## config.mk

```make
export PLATFORM = sky130hd
export DESIGN_NAME = alu_exec_controller
export DESIGN_NICKNAME = d
export VERILOG_FILES = /design/src/rtl/alu_exec_controller_pkg.sv /design/src/rtl/alu_exec_controller.sv
export SDC_FILE = /design/constraint.sdc
export NUM_CORES = 1
export LEC_CHECK = 0
export CORE_MARGIN = 10
export CORE_UTILIZATION = 40
export CTS_CLUSTER_SIZE = 20
export DETAILED_ROUTE_END_ITERATION = 8
export MAX_ROUTING_LAYER = met4
export PLACE_DENSITY = 0.8
export SYNTH_ARGS = -nofsm -noshare
export SYNTH_HDL_FRONTEND = slang
export SYNTH_SLANG_ARGS = --single-unit
```

## constraint.sdc

```tcl
create_clock -name clk -period 2.2 [get_ports clk]
set_clock_uncertainty 0.1 [all_clocks]
set_input_delay 0.44 -clock clk [delete_from_list [all_inputs] [get_ports clk]]
set_output_delay 0.44 -clock clk [all_outputs]
set_load 0.02 [all_outputs]
```

## src/rtl/alu_exec_controller_pkg.sv

```systemverilog
// Shared opcode, ALU selectOp and FSM state definitions for the execute sequencer.
// The ALU beside this block decodes the same selectOp constants.
package alu_exec_controller_pkg;

    localparam logic [2:0] OP_CLR   = 3'd0;
    localparam logic [2:0] OP_PASS  = 3'd1;
    localparam logic [2:0] OP_ADD   = 3'd2;
    localparam logic [2:0] OP_SUB   = 3'd3;
    localparam logic [2:0] OP_MUL   = 3'd4;
    localparam logic [2:0] OP_INC   = 3'd5;
    localparam logic [2:0] OP_STORE = 3'd6;
    localparam logic [2:0] OP_NOP   = 3'd7;

    localparam logic [2:0] ALU_CLR  = 3'd0;
    localparam logic [2:0] ALU_PASS = 3'd1;
    localparam logic [2:0] ALU_ADD  = 3'd2;
    localparam logic [2:0] ALU_SUB  = 3'd3;
    localparam logic [2:0] ALU_MUL  = 3'd4;
    localparam logic [2:0] ALU_INC  = 3'd5;
    localparam logic [2:0] ALU_IDLE = 3'd6;

    typedef enum logic [1:0] {
        ST_IDLE,
        ST_FETCH,
        ST_EXEC,
        ST_WRITE
    } state_t;

    function automatic logic needs_fetch(input logic [2:0] op);
        return (op == OP_PASS) || (op == OP_ADD) || (op == OP_SUB) || (op == OP_MUL);
    endfunction

    // Opcodes that reach EXEC map onto ALU selects; anything else leaves the ALU idle.
    function automatic logic [2:0] alu_sel_for(input logic [2:0] op);
        logic [2:0] sel;
        case (op)
            OP_CLR:  sel = ALU_CLR;
            OP_PASS: sel = ALU_PASS;
            OP_ADD:  sel = ALU_ADD;
            OP_SUB:  sel = ALU_SUB;
            OP_MUL:  sel = ALU_MUL;
            OP_INC:  sel = ALU_INC;
            default: sel = ALU_IDLE;
        endcase
        return sel;
    endfunction

endpackage

```

## src/rtl/alu_exec_controller.sv

```systemverilog
// Execute sequencer upstream of the ALU: accepts one instruction, fetches an operand
// if required, drives the ALU and latches its result into the accumulator.
module alu_exec_controller
    import alu_exec_controller_pkg::*;
#(
    parameter int WIDTH      = 12,
    parameter int ADDR_WIDTH = 8
) (
    input  logic                  clk,
    input  logic                  rst,
    input  logic                  instr_valid,
    output logic                  instr_ready,
    input  logic [2:0]            instr_op,
    input  logic [ADDR_WIDTH-1:0] instr_addr,
    output logic                  mem_rd_req,
    output logic [ADDR_WIDTH-1:0] mem_addr,
    input  logic                  mem_rd_valid,
    input  logic [WIDTH-1:0]      mem_rd_data,
    output logic                  mem_wr_en,
    output logic [WIDTH-1:0]      mem_wr_data,
    output logic [WIDTH-1:0]      alu_a,
    output logic [WIDTH-1:0]      alu_b,
    output logic [2:0]            alu_sel,
    input  logic [WIDTH-1:0]      alu_result,
    output logic [WIDTH-1:0]      acc_out,
    output logic                  zero_flag,
    output logic                  done
);

    state_t     state;
    logic [2:0] op_q;

    assign instr_ready = (state == ST_IDLE);
    assign alu_a       = acc_out;
    assign mem_wr_data = acc_out;

    // Strobes are pre-set on the transition into their state so every output stays registered.
    always_ff @(posedge clk or posedge rst) begin
        if (rst) begin
            state      <= ST_IDLE;
            op_q       <= OP_NOP;
            mem_addr   <= '0;
            alu_b      <= '0;
            acc_out    <= '0;
            zero_flag  <= 1'b1;
            done       <= 1'b0;
            mem_rd_req <= 1'b0;
            mem_wr_en  <= 1'b0;
            alu_sel    <= ALU_IDLE;
        end else begin
            done      <= 1'b0;
            mem_wr_en <= 1'b0;
            case (state)
                ST_IDLE: begin
                    if (instr_valid) begin
                        op_q     <= instr_op;
                        mem_addr <= instr_addr;
                        if (needs_fetch(instr_op)) begin
                            state      <= ST_FETCH;
                            mem_rd_req <= 1'b1;
                        end else if (instr_op == OP_STORE) begin
                            state     <= ST_WRITE;
                            mem_wr_en <= 1'b1;
                        end else begin
                            state   <= ST_EXEC;
                            alu_sel <= alu_sel_for(instr_op);
                        end
                    end
                end
                ST_FETCH: begin
                    if (mem_rd_valid) begin
                        alu_b      <= mem_rd_data;
                        mem_rd_req <= 1'b0;
                        alu_sel    <= alu_sel_for(op_q);
                        state      <= ST_EXEC;
                    end
                end
                ST_EXEC: begin
                    if (op_q != OP_NOP) begin
                        acc_out   <= alu_result;
                        zero_flag <= (alu_result == '0);
                    end
                    alu_sel <= ALU_IDLE;
                    done    <= 1'b1;
                    state   <= ST_IDLE;
                end
                ST_WRITE: begin
                    done  <= 1'b1;
                    state <= ST_IDLE;
                end
                default: state <= ST_IDLE;
            endcase
        end
    end

endmodule

```

==> impl_metrics.env <==
export IMPL_hold_viol_final=0
export IMPL_die_area_um2=8440
export IMPL_async_flop_share=1.00
export IMPL_drc=0
export IMPL_holdWs_ns=0.317
export IMPL_synth_main_ff_cell="dfrtp_1"
export IMPL_cp_arrival_ns=1.43
export IMPL_power_density_nw_per_um2=1620
export IMPL_max_stage_delay_ns=0.43
export IMPL_finalCritPeriodShare=0.897
export IMPL_cts_root_buf="clkbuf_8"
export IMPL_synth_adder_area_share=0.0303
export IMPL_p_sw_frac=0.376
export IMPL_start_kind="flip-flop"
export IMPL_rsz0062_at_grt="false"
export IMPL_path_cells="inv_1 -> ha_1 -> dlygate4sd2_1"
export IMPL_maxSlewViolCount=0
export IMPL_dieWidth_um=91.9
export IMPL_yosys_area_share_simple=0.0660
export IMPL_fmax_mhz=507
export IMPL_portBuffers=102
export IMPL_place_area_um2=3060
export IMPL_max_slew_margin=0.774
export IMPL_p_int_uw=3220
export IMPL_vias=1523
export IMPL_yosys_area_top_type="dfrtp_1"
export IMPL_diodes=0
export IMPL_routedWlPerCell_um=16.3
export IMPL_grt_pass1_vias=1616
export IMPL_pwr_share_comb=0.584
export IMPL_routed_wl_mm=5.22
export IMPL_ys_seq_elements=44
export IMPL_drtAntennaViolNets=0
export IMPL_clkLatencyLatePin_ns=0.28
export IMPL_cts_sinks=44
export IMPL_synth_top_family_by_area="multiplexers"
export IMPL_dp_hpwl_mm=4.30
export IMPL_antenna_found_initial=0
export IMPL_muxShareOfSynthArea=0.218
export IMPL_drt_iter0_drc=41
export IMPL_min_path_type="in2async"
export IMPL_period_minus_slack_ns=1.97
export IMPL_path_class="reg2out"
export IMPL_status="finished clean"
export IMPL_synthTopCellsByArea="dfrtp_1 46%, mux2_2 20%, buf_4 8.7%"
export IMPL_place_gp_congestion=0.774
export IMPL_synth_compound_area_frac=0.0485
export IMPL_seq_power_share=0.289
export IMPL_io_pins=103
export IMPL_cp_max_fo=5
export IMPL_grt_pass1_wl_mm=8.38
export IMPL_gr_usage_all_layers=0.126
export IMPL_rows=26
export IMPL_tns_ns=0
export IMPL_synth_cells=158
export IMPL_final_setup_viol_count=0
export IMPL_cts_tree="done"
export IMPL_numCtsBuffers=5
export IMPL_dr_pass1_iters=4
export IMPL_yosys_warnings=0
export IMPL_drive_gt1_frac=0.260
export IMPL_p_switching_uw=1940
export IMPL_vias_per_cell=4.76
export IMPL_yosysUniqueCellTypes=28
export IMPL_initial_utilization=0.410
export IMPL_synth_most_common_cell="dfrtp_1"
export IMPL_post_cts_setup_buffers=0
export IMPL_htree_num_levels=2
export IMPL_synth_nets=202
export IMPL_synth_edff_count=0
export IMPL_required_ns=1.66
export IMPL_peakVddDrop_mv=0.694
export IMPL_worst_path_max_delay_cell="dfrtp_1"
export IMPL_power_frac_clock=0.127
export IMPL_synth_xor_area_frac=0
export IMPL_p_total_uw=5160
export IMPL_fp_dieH_um=91.9
export IMPL_core_um2=5040
export IMPL_crit_path_end_kind="output port"
export IMPL_clk_path_buf_depth=2
export IMPL_area_growth_pct=54.3
export IMPL_synth_top_cell_area_share=0.460
export IMPL_fin_nets=293
export IMPL_avgSynthCellArea_um2=13.1
export IMPL_grt_ovfl_total=0
export IMPL_ys_top_cells_by_count="38 x dfrtp_1, 37 x mux2_2, 24 x buf_4"
export IMPL_ys_seq_area_frac=0.537
export IMPL_worst_slew_pin_slew_ns=0.340
export IMPL_synth_area_um2=2070
export IMPL_final_area_um2=3190
export IMPL_clk_pin_slew_ns=0.08
export IMPL_grt_max_degree=32
export IMPL_maxCapViolCount=0
export IMPL_p_leak_uw=0.00133
## cells by family (layout without fill, tap and decap cells)
logic type	after synthesis	in the layout
fa+ha+maj	5	5
compound gates	13	13
mux	40	40
flops	44	44
buf+inv	31	123
simple gates	25	25
## per-layer routing
layer,up-vias,global-route usage,wire length (um)
li1,709,-,-
met1,744,0.138,2070
met2,68,0.205,2660
met3,2,0.0570,474
met4,0,0.0270,23
met5,-,-,0
## flip-flops by register name (all words and copies together) (netlist names)
| signal | count |
|---|---|
| done | 1 |
| zero_flag | 1 |
| mem_wr_en | 1 |
| alu_b | 12 |
| mem_addr | 8 |
| mem_rd_req | 1 |
| acc_out | 12 |
| op_q | 3 |
| alu_sel | 3 |
| state | 2 |
## layout make-up
| class | count | area (um^2) |
|---|---|---|
| well taps | 70 | 87.6 |
| flip-flops and latches | 44 | 1110 |
| clock buffers | 7 | 96.3 |
| inverters | 4 | 15.0 |
| multi-input cells | 83 | 749 |
| fillers | 410 | 1860 |
| clock inverters | 1 | 30.0 |
| repair buffers | 111 | 1100 |
## power by group through the flow
| stage | Combinational [uW] | Clock (uW) | Sequential (uW) |
|---|---|---|---|
| 4_1_cts | 3070 | 686 | 1500 |
| 3_3_place_gp | 3030 | 0 | 1480 |
| 5_1_grt | 3210 | 720 | 1560 |
| 2_1_floorplan | 1480 | 0 | 1910 |
| 3_5_place_dp | 3070 | 0 | 1510 |
| 6_report | 3010 | 656 | 1490 |
## path summary, 6_finish.rpt
path	start	endpoint	slack (ns)	cells past startpoint
max reg2reg	state[0]	alu_sel[0]	0.26	5
min reg2reg	alu_sel[0]	alu_sel[0]	0.39	1
min in group clk	alu_sel[0]	alu_sel[0]	0.39	1
max	state[0]	instr_ready	0.23	3
max in group asynchronous	rst	op_q[1]	1.14	3
min	rst	acc_out[8]	0.32	2
## critical path: cells and delay by family, from the launching register on
kind / cells / cell delay [ns]
flops: 1 / 0.43
fa+ha+maj: 1 / 0.24
buf+inv: 2 / 0.49
## what timing repair did
item | in CTS | in global routing
gates resized for setup | 1 | 0
hold buffers | 0 | 0
endpoints found under the setup margin | 1 | 0
hold endpoints to repair | 0 | 0
## layout by cell type, fill, tap and decap left out, types with 2 or more instances in the layout
master | Yosys | layout
clkdlybuf4s50_1 | 0 | 101
dfrtp_1 | 38 | 38
mux2_2 | 37 | 37
buf_4 | 24 | 8
nand2_1 | 7 | 7
clkbuf_8 | 0 | 7
dfstp_2 | 6 | 6
ha_1 | 5 | 5
a21oi_1 | 4 | 4
inv_1 | 4 | 3
mux2_1 | 3 | 3
nor2_1 | 3 | 3
o21ai_0 | 3 | 3
nor4_1 | 3 | 3
nand3_1 | 2 | 2
and3_1 | 2 | 2
nor2b_1 | 2 | 2
or2_2 | 2 | 2
a31oi_1 | 2 | 2
## per-stage QoR
stage / util / setup slack, ns / cells
floorplan: - / 0.299 / 158
global placement: 0.607 / -0.0200 / 312
detailed placement: 0.607 / -0.0500 / 312
CTS: 0.632 / 0.201 / 320
global route: 0.632 / 0.143 / 320
finish: 0.632 / 0.226 / 320
(Power assumes the default switching activity.)
==> variant 1, RTL diff (config.mk and constraints unchanged) <==
Encoding of `state_t`: now one-hot (4 bits for 4 states).
--- a/src/rtl/alu_exec_controller_pkg.sv
+++ b/src/rtl/alu_exec_controller_pkg.sv
@@ -21,7 +21,7 @@
 
-    typedef enum logic [1:0] {
-        ST_IDLE,
-        ST_FETCH,
-        ST_EXEC,
-        ST_WRITE
+    typedef enum logic [3:0] {
+        ST_IDLE  = 4'b0001,
+        ST_FETCH = 4'b0010,
+        ST_EXEC  = 4'b0100,
+        ST_WRITE = 4'b1000
     } state_t;
Function: no difference found for any inputs over 10 cycles, from zero or initial values and one cycle with rst high; not proved beyond that.
==> variant 1 against the unedited design <==
- wire length increased by 4.8%
- sequential cell count increased by 2
- synthesized area increased by 0.91%
- first-iteration DRC count increased by 27%
- critical path type unchanged
- cell area decreased by 0.75%
- power decreased by 9.4%
- worst setup slack got worse by 0.080 ns
- synthesized cell count decreased by 4.4%
- highest routed layer unchanged
==> variant 1: results (changes against the unedited design) <==
stage	metric	value	unit	change
global_route	global-route wire length before repair	8810	µm	was 8380 µm
yosys	Synth Area in Compound Gates	2.76	%	was 4.85%
global_route	M2 GR Usage	20.8	%	was 20.5%
placement	Place WS	0.0357	ns	was -0.0500 ns
sta	FMAX	487	MHz	was 507 MHz
hold_path	HP Class	reg2reg		was in2async
global_route	M3 GR Usage	6.19	%	was 5.70%
setup_path	CP max stage delay	0.59	ns	was 0.43 ns
final_layout	nets	281		was 293
detailed_routing	wire per inst	17.5	µm	was 16.3 µm
detailed_routing	WL met2	2570	µm	was 2660 µm
detailed_routing	WL met3	569	µm	was 474 µm
yosys	Post-Synth Adder-Cell Area	0	%	was 3.03%
detailed_routing	first-pass iteration count of the detailed router	6		was 4
yosys	synth unique cells	25		was 28
yosys	xor/xnor share of the synthesized area	0.420	%	was 0%
detailed_routing	violation count after the first detailed-route iteration	52		was 41
setup_path	crit path from	state[0]		unchanged
yosys	Post-Syn Area per Cell	13.8	µm²	was 13.1 µm²
global_route	routing usage on met1	15.0	%	was 13.8%
final_layout	area of the multi-input gates	718	µm²	was 749 µm²
run_status	status	completed		unchanged
setup_path	Top Family by Delay on Critical Path	flip-flops		was buffers and inverters
placement	GPL Wtd Cong	0.834		was 0.774
detailed_routing	vias per inst	4.78		was 4.76
pwr	leak pwr	1.33	nW	about the same
yosys	syn_nets	190		was 202
yosys	top cells by area, synth	dfrtp_1, mux2_2, dfstp_2, buf_4, mux2_4		was dfrtp_1, mux2_2, buf_4, dfstp_2, ha_1
global_route	gr usage total	13.5	%	was 12.6%
sta	Slew headroom	81.0	%	was 77.4%
yosys	Post-synth top cells	dfrtp_1, mux2_2, buf_4, nand2_1, mux2_4		was dfrtp_1, mux2_2, buf_4, nand2_1, dfstp_2
pwr	cell-internal power	0.00292	W	was 0.00322 W
global_route	vias in the first global route	1626		was 1,616
detailed_routing	metal1 wirelength	2260	µm	was 2070 µm
yosys	post-synthesis mux area share	23.5	%	was 21.8%
==> variant 1: final cells by class <==
cell class                      instances  share of cell area, %
Inverter                                2                  0.237
Sequential cell                        46                   36.7
Clock buffer                            8                   2.85
Timing Repair Buffer                  111                   34.8
Tap cell                               70                   2.77
Multi-Input combinational cell         76                   22.7
==> variant 1: tightest hold or removal path, cell delays in order, from the launching register on <==
cell     delay (ns)
dfrtp_1        0.35
nand2_1        0.05
nand2_1        0.05
==> variant 1: power groups by stage <==
stage | clock [W] | sequential (W) | combinational, W
2_1_floorplan | 0 | 0.00195 | 0.00115
3_3_place_gp | 0 | 0.00154 | 0.00262
3_5_place_dp | 0 | 0.00156 | 0.00265
4_1_cts | 0.000549 | 0.00154 | 0.00266
5_1_grt | 0.000588 | 0.00161 | 0.00275
6_report | 0.000532 | 0.00154 | 0.00261
==> variant 2, RTL diff (same flow settings) <==
Made on the original files. `WIDTH`: 12 -> 24.
--- a/src/rtl/alu_exec_controller.sv
+++ b/src/rtl/alu_exec_controller.sv
@@ -5,3 +5,3 @@
 #(
-    parameter int WIDTH      = 12,
+    parameter int WIDTH      = 24,
     parameter int ADDR_WIDTH = 8
Ports: changed (6 resized); port bits go from 103 to 175. No check against the original RTL was run, so the function may have changed too.
==> variant 2 against the unedited design <==
- global-route usage rose by 1.7 points
- wire length increased by 64%
- cell area rose by 54%
- utilization rose by 0.78 points
- synthesized area up 53%
- cell count rose by 51%
- worst setup slack got worse by 0.036 ns
- power increased by 60%
- sequential cell count rose by 24
==> variant 2: results (changes against the unedited design) <==
stage	metric	value	unit	change
placement	Post-Place Cell Area	4730	µm²	was 3060 µm²
hold_path	HP Class	reg2reg		was in2async
yosys	Post-Syn Area per Cell	13.3	µm²	was 13.1 µm²
placement	DP Wirelength	6880	µm	was 4300 µm
detailed_routing	metal1 wirelength	3430	µm	was 2070 µm
clock_network	clk_lat worst skew	0.32	ns	was 0.28 ns
pwr	leak pwr	2.03	nW	was 1.33 nW
detailed_routing	violation count after the first detailed-route iteration	21		was 41
detailed_routing	WL met2	4370	µm	was 2660 µm
placement	Place WS	-0.0926	ns	was -0.0500 ns
setup_path	CP max stage delay	0.62	ns	was 0.43 ns
yosys	synth unique cells	29		was 28
sta	max-slew violations	0		unchanged
yosys	syn_nets	305		was 202
final_layout	layout cells sized above 1	24.7	%	was 26.0%
placement	dpl cells	468		was 312
yosys	sequential share of the synthesized area	54.2	%	was 53.7%
placement	GPL Wtd Cong	0.809		was 0.774
detailed_routing	WL met3	668	µm	was 474 µm
yosys	Synth Area in Compound Gates	3.45	%	was 4.85%
detailed_routing	via count	2274		was 1,523
pwr	clk pwr	0.000959	W	was 0.000656 W
yosys	Post-Synth Adder-Cell Area	1.98	%	was 3.03%
setup_path	worst-path fanout max	2		was 5
final_layout	Top Registers	acc_out x24, alu_b x24, mem_addr x8		was acc_out x12, alu_b x12, mem_addr x8
clock_network	Max H-tree Level	3		was 2
pwr	pwr/cell area	1680	nW/µm²	was 1620 nW/µm²
yosys	top cells by area, synth	dfrtp_1, mux2_2, buf_4, dfstp_2, ha_1		unchanged
global_route	global-route wire length before repair	12900	µm	was 8380 µm
run_status	status	completed		unchanged
pwr	Max IR drop VDD	0.852	mV	was 0.694 mV
yosys	Syn. warnings	0		unchanged
detailed_routing	first-pass iteration count of the detailed router	4		unchanged
final_layout	post-route insts no fill	483		was 320
global_route	M3 GR Usage	3.89	%	was 5.70%
pwr	Logic power comb	0.00497	W	was 0.00301 W
yosys	post-synthesis mux area share	22.5	%	was 21.8%
global_route	M2 GR Usage	24.5	%	was 20.5%
sta	Worst Tran Pin Value	0.366	ns	was 0.340 ns
global_route	routing usage on met1	15.6	%	was 13.8%
clock_network	number of CTS-inserted buffers	9		was 5
global_route	vias in the first global route	2406		was 1,616
sta	Fin Hold WS	0.391	ns	was 0.317 ns
yosys	Post-synth top cells	dfrtp_1, mux2_2, buf_4, nand2_1		was dfrtp_1, mux2_2, buf_4, nand2_1, dfstp_2
global_route	largest net degree at the start of global routing	69		was 32
final_layout	nets	445		was 293
detailed_routing	final wirelength	8540	µm	was 5220 µm
pwr	Sw Share	39.0	%	was 37.6%
global_route	gr usage total	14.2	%	was 12.6%
setup_path	slowest CP cell	clkdlybuf4s50_1		was dfrtp_1
placement	PortBufs	174		was 102
clock_network	Clock transition at path regs	0.07	ns	
## variant 2: cell types whose count changed in the layout (fill, tap and decap cells not counted), sizes merged, moves of 2 or more
cell / unedited run / this run
nor4: 3 / 6
nand4: 0 / 2
clkbuf: 7 / 14
dfrtp: 38 / 62
clkdlybuf4s50: 101 / 173
mux2: 40 / 63
## variant 2: area by class of cell
type,instances,area (µm²)
well taps,102,128
multi-input cells,111,1040
inverters,4,18.8
clock inverters,1,5.00
fillers,625,2770
flip-flops and latches,68,1710
repair buffers,183,1830
clock buffers,14,183
## variant 2: worst paths after layout
check                               start         end  slack [ns]  cells after the start
worst max-delay path            zero_flag   zero_flag        0.19                      1
worst min-delay path            zero_flag   zero_flag        0.39                      1
worst max register to register   state[0]  alu_sel[0]        0.23                      5
worst min register to register  zero_flag   zero_flag        0.39                      1
max in group asynchronous             rst  alu_sel[1]        1.20                      3
min in group asynchronous             rst    alu_b[9]        0.45                      3
